<file path="src/rtl/inst_encoder_pkg.sv">
`default_nettype none
// ============================================================================
// Module      : riscv_enc_pkg
// Description : Shared types and constants for the RV32I instruction encoder.
// Revision    : 1.0 - initial release
// ============================================================================
package riscv_enc_pkg;

  typedef enum logic [2:0] {
    FMT_R    = 3'd0,
    FMT_I    = 3'd1,
    FMT_S    = 3'd2,
    FMT_B    = 3'd3,
    FMT_U    = 3'd4,
    FMT_J    = 3'd5,
    FMT_LI   = 3'd6,
    FMT_RSVD = 3'd7
  } fmt_e;

  typedef enum logic [1:0] {
    ST_IDLE = 2'd0,
    ST_OUT1 = 2'd1,
    ST_OUT2 = 2'd2
  } state_e;

  localparam logic [6:0]  OPC_LUI    = 7'b0110111;
  localparam logic [6:0]  OPC_OP_IMM = 7'b0010011;
  localparam logic [31:0] NOP_INST   = 32'h0000_0013;

  function automatic logic [31:0] addi_word(input logic [4:0] rd,
                                            input logic [4:0] rs1,
                                            input logic [11:0] imm12);
    return {imm12, rs1, 3'b000, rd, OPC_OP_IMM};
  endfunction

endpackage
`default_nettype wire

</file>
<file path="src/rtl/inst_encoder_if.sv">
`default_nettype none
// ============================================================================
// Module      : inst_encoder_if
// Description : Request and instruction-word handshake bundle of the encoder.
// Revision    : 1.0 - initial release
// ============================================================================
interface inst_encoder_if;
  logic        in_valid;
  logic        in_ready;
  logic [2:0]  in_fmt;
  logic [6:0]  in_opcode;
  logic [4:0]  in_rd;
  logic [4:0]  in_rs1;
  logic [4:0]  in_rs2;
  logic [2:0]  in_funct3;
  logic [6:0]  in_funct7;
  logic [31:0] in_imm;
  logic        out_valid;
  logic        out_ready;
  logic [31:0] out_inst;
  logic        out_err;
  logic        out_last;

  modport master (
    output in_valid, in_fmt, in_opcode, in_rd, in_rs1, in_rs2,
           in_funct3, in_funct7, in_imm, out_ready,
    input  in_ready, out_valid, out_inst, out_err, out_last
  );

  modport slave (
    input  in_valid, in_fmt, in_opcode, in_rd, in_rs1, in_rs2,
           in_funct3, in_funct7, in_imm, out_ready,
    output in_ready, out_valid, out_inst, out_err, out_last
  );
endinterface
`default_nettype wire

</file>
<file path="src/rtl/inst_encoder_imm_pack.sv">
`default_nettype none
// ============================================================================
// Module      : imm_pack
// Description : Scatters an immediate into its I/S/B/U/J instruction bit
//               positions and reports whether it fits the format.
// Revision    : 1.0 - initial release
// ============================================================================
module imm_pack
  import riscv_enc_pkg::*;
(
  input  fmt_e        i_fmt,
  input  logic [31:0] i_imm,
  output logic [31:0] o_imm_bits,
  output logic        o_range_ok
);

  localparam logic signed [31:0] c_i_min = -32'sd2048;
  localparam logic signed [31:0] c_i_max = 32'sd2047;
  localparam logic signed [31:0] c_b_min = -32'sd4096;
  localparam logic signed [31:0] c_b_max = 32'sd4094;
  localparam logic signed [31:0] c_j_min = -32'sd1048576;
  localparam logic signed [31:0] c_j_max = 32'sd1048574;

  logic signed [31:0] w_simm;
  assign w_simm = i_imm;

  always_comb begin
    o_imm_bits = 32'h0;
    o_range_ok = 1'b1;
    case (i_fmt)
      FMT_I: begin
        o_imm_bits = {i_imm[11:0], 20'h0};
        o_range_ok = (w_simm >= c_i_min) && (w_simm <= c_i_max);
      end
      FMT_S: begin
        o_imm_bits = {i_imm[11:5], 13'h0, i_imm[4:0], 7'h0};
        o_range_ok = (w_simm >= c_i_min) && (w_simm <= c_i_max);
      end
      FMT_B: begin
        o_imm_bits = {i_imm[12], i_imm[10:5], 13'h0, i_imm[4:1], i_imm[11], 7'h0};
        o_range_ok = (w_simm >= c_b_min) && (w_simm <= c_b_max) && !i_imm[0];
      end
      FMT_U: begin
        o_imm_bits = {i_imm[31:12], 12'h0};
        o_range_ok = (i_imm[11:0] == 12'h0);
      end
      FMT_J: begin
        o_imm_bits = {i_imm[20], i_imm[10:1], i_imm[11], i_imm[19:12], 12'h0};
        o_range_ok = (w_simm >= c_j_min) && (w_simm <= c_j_max) && !i_imm[0];
      end
      default: begin
        o_imm_bits = 32'h0;
        o_range_ok = 1'b1;
      end
    endcase
  end

endmodule
`default_nettype wire

</file>
<file path="src/rtl/inst_encoder.sv">
`default_nettype none
// ============================================================================
// Module      : inst_encoder
// Description : Packs decoded fields into RV32I words; expands LI to LUI+ADDI.
// Revision    : 1.0 - initial release
// ============================================================================
module inst_encoder
  import riscv_enc_pkg::*;
(
  input  logic           clk,
  input  logic           rst,
  inst_encoder_if.slave  bus
);

  state_e      r_state;
  state_e      w_state_nxt;
  logic [31:0] r_inst;
  logic [31:0] r_pend;
  logic        r_err;
  logic        r_last;

  fmt_e        w_fmt;
  logic [31:0] w_imm_bits;
  logic        w_range_ok;
  logic        w_consume;
  logic        w_in_ready;
  logic        w_accept;
  logic [31:0] w_word1;
  logic [31:0] w_pend;
  logic        w_err1;
  logic        w_last1;
  logic        w_li_small;
  logic [19:0] w_li_hi;

  assign w_fmt = fmt_e'(bus.in_fmt);

  imm_pack u_imm_pack (
    .i_fmt      (w_fmt),
    .i_imm      (bus.in_imm),
    .o_imm_bits (w_imm_bits),
    .o_range_ok (w_range_ok)
  );

  assign bus.out_valid = (r_state != ST_IDLE);
  assign bus.out_inst  = r_inst;
  assign bus.out_err   = r_err;
  assign bus.out_last  = r_last;

  assign w_consume  = bus.out_valid && bus.out_ready;
  assign w_in_ready = (r_state == ST_IDLE) || (w_consume && r_last);
  assign w_accept   = bus.in_valid && w_in_ready;
  assign bus.in_ready = w_in_ready;

  // (imm + 0x800) >> 12: the low 12 bits only carry into hi when imm[11] is set.
  assign w_li_small = ($signed(bus.in_imm) >= -32'sd2048) && ($signed(bus.in_imm) <= 32'sd2047);
  assign w_li_hi    = bus.in_imm[31:12] + {19'h0, bus.in_imm[11]};

  always_comb begin
    w_word1 = NOP_INST;
    w_pend  = 32'h0;
    w_err1  = !w_range_ok;
    w_last1 = 1'b1;
    case (w_fmt)
      FMT_R: w_word1 = {bus.in_funct7, bus.in_rs2, bus.in_rs1, bus.in_funct3,
                        bus.in_rd, bus.in_opcode};
      FMT_I: w_word1 = {12'h0, bus.in_rs1, bus.in_funct3, bus.in_rd,
                        bus.in_opcode} | w_imm_bits;
      FMT_S, FMT_B: w_word1 = {7'h0, bus.in_rs2, bus.in_rs1, bus.in_funct3,
                               5'h0, bus.in_opcode} | w_imm_bits;
      FMT_U, FMT_J: w_word1 = {20'h0, bus.in_rd, bus.in_opcode} | w_imm_bits;
      FMT_LI: begin
        w_err1 = 1'b0;
        if (w_li_small) begin
          w_word1 = addi_word(bus.in_rd, 5'd0, bus.in_imm[11:0]);
        end else begin
          // lo == imm[11:0] as a 12-bit field, so ADDI is skipped when it is zero.
          w_word1 = {w_li_hi, bus.in_rd, OPC_LUI};
          w_last1 = (bus.in_imm[11:0] == 12'h0);
          w_pend  = addi_word(bus.in_rd, bus.in_rd, bus.in_imm[11:0]);
        end
      end
      default: begin
        w_word1 = NOP_INST;
        w_err1  = 1'b1;
      end
    endcase
  end

  always_ff @(posedge clk) begin
    if (rst) r_state <= ST_IDLE;
    else     r_state <= w_state_nxt;
  end

  always_comb begin
    w_state_nxt = r_state;
    case (r_state)
      ST_IDLE: if (w_accept) w_state_nxt = ST_OUT1;
      ST_OUT1, ST_OUT2: begin
        if (w_consume) begin
          if (!r_last)       w_state_nxt = ST_OUT2;
          else if (w_accept) w_state_nxt = ST_OUT1;
          else               w_state_nxt = ST_IDLE;
        end
      end
      default: w_state_nxt = ST_IDLE;
    endcase
  end

  always_ff @(posedge clk) begin
    if (rst) begin
      r_inst <= 32'h0;
      r_pend <= 32'h0;
      r_err  <= 1'b0;
      r_last <= 1'b0;
    end else if (w_accept) begin
      r_inst <= w_word1;
      r_pend <= w_pend;
      r_err  <= w_err1;
      r_last <= w_last1;
    end else if (w_consume && !r_last) begin
      r_inst <= r_pend;
      r_err  <= 1'b0;
      r_last <= 1'b1;
    end
  end

endmodule
`default_nettype wire

</file>
<file path="src/flat_wrapper.sv">
// flat-port wrapper written by rule: the top's interface ports become plain ports
module inst_encoder_flat import riscv_enc_pkg::*;
  (clk, rst, bus_in_valid, bus_in_fmt, bus_in_opcode, bus_in_rd, bus_in_rs1, bus_in_rs2, bus_in_funct3, bus_in_funct7, bus_in_imm, bus_out_ready, bus_in_ready, bus_out_valid, bus_out_inst, bus_out_err, bus_out_last);
  inst_encoder_if bus_i ();
  input  logic clk;
  input  logic rst;
  input wire logic [$bits(bus_i.in_valid)-1:0] bus_in_valid;
  input wire logic [$bits(bus_i.in_fmt)-1:0] bus_in_fmt;
  input wire logic [$bits(bus_i.in_opcode)-1:0] bus_in_opcode;
  input wire logic [$bits(bus_i.in_rd)-1:0] bus_in_rd;
  input wire logic [$bits(bus_i.in_rs1)-1:0] bus_in_rs1;
  input wire logic [$bits(bus_i.in_rs2)-1:0] bus_in_rs2;
  input wire logic [$bits(bus_i.in_funct3)-1:0] bus_in_funct3;
  input wire logic [$bits(bus_i.in_funct7)-1:0] bus_in_funct7;
  input wire logic [$bits(bus_i.in_imm)-1:0] bus_in_imm;
  input wire logic [$bits(bus_i.out_ready)-1:0] bus_out_ready;
  output wire logic [$bits(bus_i.in_ready)-1:0] bus_in_ready;
  output wire logic [$bits(bus_i.out_valid)-1:0] bus_out_valid;
  output wire logic [$bits(bus_i.out_inst)-1:0] bus_out_inst;
  output wire logic [$bits(bus_i.out_err)-1:0] bus_out_err;
  output wire logic [$bits(bus_i.out_last)-1:0] bus_out_last;
  assign bus_i.in_valid = bus_in_valid;
  assign bus_i.in_fmt = bus_in_fmt;
  assign bus_i.in_opcode = bus_in_opcode;
  assign bus_i.in_rd = bus_in_rd;
  assign bus_i.in_rs1 = bus_in_rs1;
  assign bus_i.in_rs2 = bus_in_rs2;
  assign bus_i.in_funct3 = bus_in_funct3;
  assign bus_i.in_funct7 = bus_in_funct7;
  assign bus_i.in_imm = bus_in_imm;
  assign bus_i.out_ready = bus_out_ready;
  assign bus_in_ready = bus_i.in_ready;
  assign bus_out_valid = bus_i.out_valid;
  assign bus_out_inst = bus_i.out_inst;
  assign bus_out_err = bus_i.out_err;
  assign bus_out_last = bus_i.out_last;
  inst_encoder u_core (.clk(clk), .rst(rst), .bus(bus_i));
endmodule
</file>
<file path="config.mk">
export PLATFORM = sky130hd
export DESIGN_NAME = inst_encoder_flat
export DESIGN_NICKNAME = d
export VERILOG_FILES = /design/src/rtl/inst_encoder_pkg.sv /design/src/rtl/inst_encoder_if.sv /design/src/rtl/inst_encoder_imm_pack.sv /design/src/rtl/inst_encoder.sv /design/src/flat_wrapper.sv
export SDC_FILE = /design/constraint.sdc
export NUM_CORES = 1
export LEC_CHECK = 0
export ABC_AREA = 0
export CORE_MARGIN = 2
export CORE_UTILIZATION = 40
export CTS_CLUSTER_DIAMETER = 150
export DETAILED_ROUTE_END_ITERATION = 7
export PLACE_DENSITY = 0.76
export SLEW_MARGIN = 5
export SYNTH_ARGS = -nofsm -noshare
export SYNTH_HDL_FRONTEND = slang
export SYNTH_HIERARCHICAL = 1
export SYNTH_SLANG_ARGS = --single-unit
</file>
<file path="constraint.sdc">
create_clock -name clk -period 3.22 [get_ports clk]
set_input_delay 0.805 -clock clk [delete_from_list [all_inputs] [get_ports clk]]
set_output_delay 0.805 -clock clk [all_outputs]
set_load 0.1 [all_outputs]
</file>
==> out/qor.yml <==
outcome:
  status: "completed"
clock_tree:
  cts_tree: "done"
  cts-htree-levels: 2
  cts.sinks: 54
  cts_buffers: 5
  clock_path_buffers: 2
  cts-root-buf: "clkbuf_8"
  postCtsSetupBuffers: 0
  post_cts_resized: 0
  insertion_delay_ps: 320
  hold_buffers: 0
  clk_pin_slew_ps: 100
pwr:
  power_switching_mw: 1.37
  power.density_mw_per_mm2: 482
  p_leak_nw: 2.10
  p_comb_share_pct: 56.6
  clkPwrFrac_pct: 14.5
  p_int_mw: 1.37
  sequentialPowerShare_pct: 28.9
  swShare_pct: 50.1
  vdd_ir_drop_max_mv: 0.409
worst_setup_path:
  critPathKind: "in -> reg"
  cp-start-kind: "primary input"
  crit_fanout: 33
  arrival_ps: 3180
  worstPathRequired_ps: 3470
  worstSetupEndpointType: "register"
yosys:
  synth_ff_type: "dfxtp_1"
  ys_seq_area_share_pct: 25.6
  ys_seq_elements: 54
  synth_top_area_cell: "dfxtp_1"
  yosysWarnings: 6
  syn_area_sq_mm: 0.00422
  synthArstFlopShare_pct: 0
  synth_top_cell_area_share_pct: 25.6
  synth.distinct_cells: 66
  synth_edf_count: 0
  synth_area_leaders: "dfxtp_1 (26%), a21oi_1 (7.9%), nand2_1 (6.3%), nor2_1 (5.4%), a22oi_1 (3.7%)"
  syn_inst: 590
  avgSynthCellArea_sq_um: 7.16
drt:
  wl_met2_microns: 7860
  drc_errors: 0
  first_pass_iters: 6
  highest_layer: "met4"
  drt-initial-drc-count: 574
  drt-met1-wl_microns: 7230
  ant_nets: 0
  vias_per_cell: 6.18
  vias: 5250
  drt_wl_total_microns: 16800
  wl_met3_microns: 1430
  wire_per_inst_microns: 19.8
cells_and_area:
  stdcell_area_sq_mm: 0.00568
  final_layout_size_suffix_gt1_share_pct: 15.4
  final_cell_mix: "buf_4 (86), nand2_1 (71), clkdlybuf4s50_1 (69), a21oi_1 (67), nor2_1 (61)"
  nets: 787
  final_common_cell: "buf_4"
  synthToLayoutAreaGrowth_pct: 34.5
  nFillCells: 1022
  diodes: 0
global_routing:
  grt_pass1_wl_microns: 26500
  antenna_found_initial: 0
  grt_pass1_vias: 4993
  grt_overflow: 0
  grt_max_degree: 35
  grtUsageTotal_pct: 29.4
die:
  start_util_pct: 41.1
  core_area_sq_mm: 0.0103
  fp.dieW_microns: 107
  io_pins: 107
  die_area_sq_mm: 0.0114
  rows: 37
  die_h_microns: 107
sta:
  period_needed_ps: 2930
  tightest_slew_ps: 978
  setup-tns-final_ps: 0
  finalMaxSlewViolations: 0
  max_freq_mhz: 341
  maxSlewHeadroom_pct: 34.3
  rsz0062_at_grt: "false"
  finClkSkew_ps: 7.38
  setup-violations-final: 0
  min_period_over_period_pct: 91.0
  hold_violations: 0
place:
  gp_congestion: 1.04
  dp_hpwl_microns: 12800
  numPortBuffers: 106
  placed_area_sq_mm: 0.00560
hold_path:
  hp-class: "reg -> reg"
flow_run:
  max_cap_violations: 0
-- synthesized netlist by cell type (2+ instances only) --
| master | n |
|---|---|
| o211ai_1 | 12 |
| o21ai_0 | 28 |
| and2_1 | 21 |
| a211oi_1 | 8 |
| nor3_1 | 10 |
| nor4_4 | 2 |
| o22ai_1 | 9 |
| a21o_1 | 2 |
| xor2_1 | 5 |
| inv_1 | 10 |
| a31oi_1 | 5 |
| or3_1 | 5 |
| o31ai_1 | 2 |
| o311ai_0 | 7 |
| a211o_1 | 2 |
| nand2_1 | 71 |
| buf_2 | 8 |
| dfxtp_1 | 54 |
| nor4_1 | 13 |
| a22oi_1 | 21 |
| a21boi_0 | 5 |
| nor2_1 | 61 |
| a22o_1 | 7 |
| clkbuf_4 | 2 |
| nand2b_1 | 6 |
| nor2b_1 | 6 |
| xnor2_1 | 12 |
| buf_6 | 3 |
| mux2i_1 | 5 |
| a221oi_1 | 8 |
| clkbuf_1 | 29 |
| buf_4 | 9 |
| nand4_1 | 18 |
| and4_1 | 3 |
| a311oi_1 | 3 |
| a2bb2oi_1 | 5 |
| a21oi_1 | 67 |
| ha_1 | 4 |
| nand3_1 | 15 |
-- flip-flops by register name, summed over array words and instances, names as in the netlist --
signal,flops
u_core/bus.out_inst,32
u_core/bus.out_last,1
u_core/r_state,2
u_core/bus.out_err,1
u_core/r_pend,18
-- stage by stage --
| step | utilization (%) | cells | hold WS [ps] | setup slack [ps] | power [mW] |
|---|---|---|---|---|---|
| 5_1_grt | 55.3 | 849 | 492 | 122 | 2.85 |
| 4_1_cts | 55.3 | 849 | 469 | 341 | 2.73 |
| 2_1_floorplan | - | 596 | 434 | 63.2 | 1.84 |
| 3_5_place_dp | 54.4 | 841 | 452 | -0.481 | 2.34 |
| 3_3_place_gp | 54.4 | 841 | 445 | -2.72 | 2.32 |
| 6_report | 55.3 | 849 | 464 | 290 | 2.74 |
-- area by class of cell --
| type | instances | area [sq um] | share of cell area, % |
|---|---|---|---|
| multi-input combinational | 478 | 2840 | 50.0 |
| timing repair buffer | 162 | 1460 | 25.7 |
| sequential | 54 | 1080 | 19.0 |
| tap | 136 | 170 | 2.99 |
| clock buffer | 6 | 72.6 | 1.28 |
| inverter | 11 | 41.3 | 0.727 |
| clock inverter | 2 | 13.8 | 0.242 |
-- final timing paths --
| check | from | end | slack (ps) | cells after the start |
|---|---|---|---|---|
| worst max-delay path | bus_in_fmt[2] | u_core/bus.out_inst[18]$_SDFFE_PP0P_ | 290 | 9 |
| worst min-delay path | u_core/bus.out_inst[10]$_SDFFE_PP0P_ | u_core/bus.out_inst[10]$_SDFFE_PP0P_ | 460 | 2 |
| worst max register to register | u_core/r_state[1]$_SDFFE_PP0P_ | u_core/bus.out_inst[18]$_SDFFE_PP0P_ | 810 | 9 |
| worst min register to register | u_core/bus.out_inst[10]$_SDFFE_PP0P_ | u_core/bus.out_inst[10]$_SDFFE_PP0P_ | 460 | 2 |
-- cells by family (layout without fill, tap and decap cells) --
kind of cell	after synthesis	count (layout)	synth area share, %
XOR/XNOR	17	17	3.52
AND/OR/NAND/NOR	242	242	28.9
buffers and inverters	64	181	7.82
other	1	7	0.0888
flip-flops	54	54	25.6
AO/OA/AOI/OAI	202	202	31.4
adder cells (fa/ha/maj)	4	4	1.18
multiplexers	6	6	1.45
-- metal layers --
| layer | track usage (%) | vias to the layer above |
|---|---|---|
| li1 | - | 2406 |
| met1 | 40.7 | 2498 |
| met2 | 48.4 | 313 |
| met3 | 3.10 | 33 |
| met4 | 8.44 | 0 |
| met5 | 0 | - |
-- power by group through the flow --
stage	clock (mW)	sequential, mW	combinational [mW]
after floorplan	0	1.28	0.565
after CTS	0.404	0.792	1.53
after global placement	0	0.804	1.51
after detailed placement	0	0.807	1.53
final	0.396	0.793	1.55
after global routing	0.423	0.802	1.62
-- critical path: stages --
cell             delay (ps)
clkdlybuf4s50_1         520
buf_12                  210
nand2_1                 110
nor2_1                  130
nand2_1                 140
nor3_2                  740
buf_12                  240
a21oi_1                  70
nor3_1                  170
(Power assumes the default switching activity.)
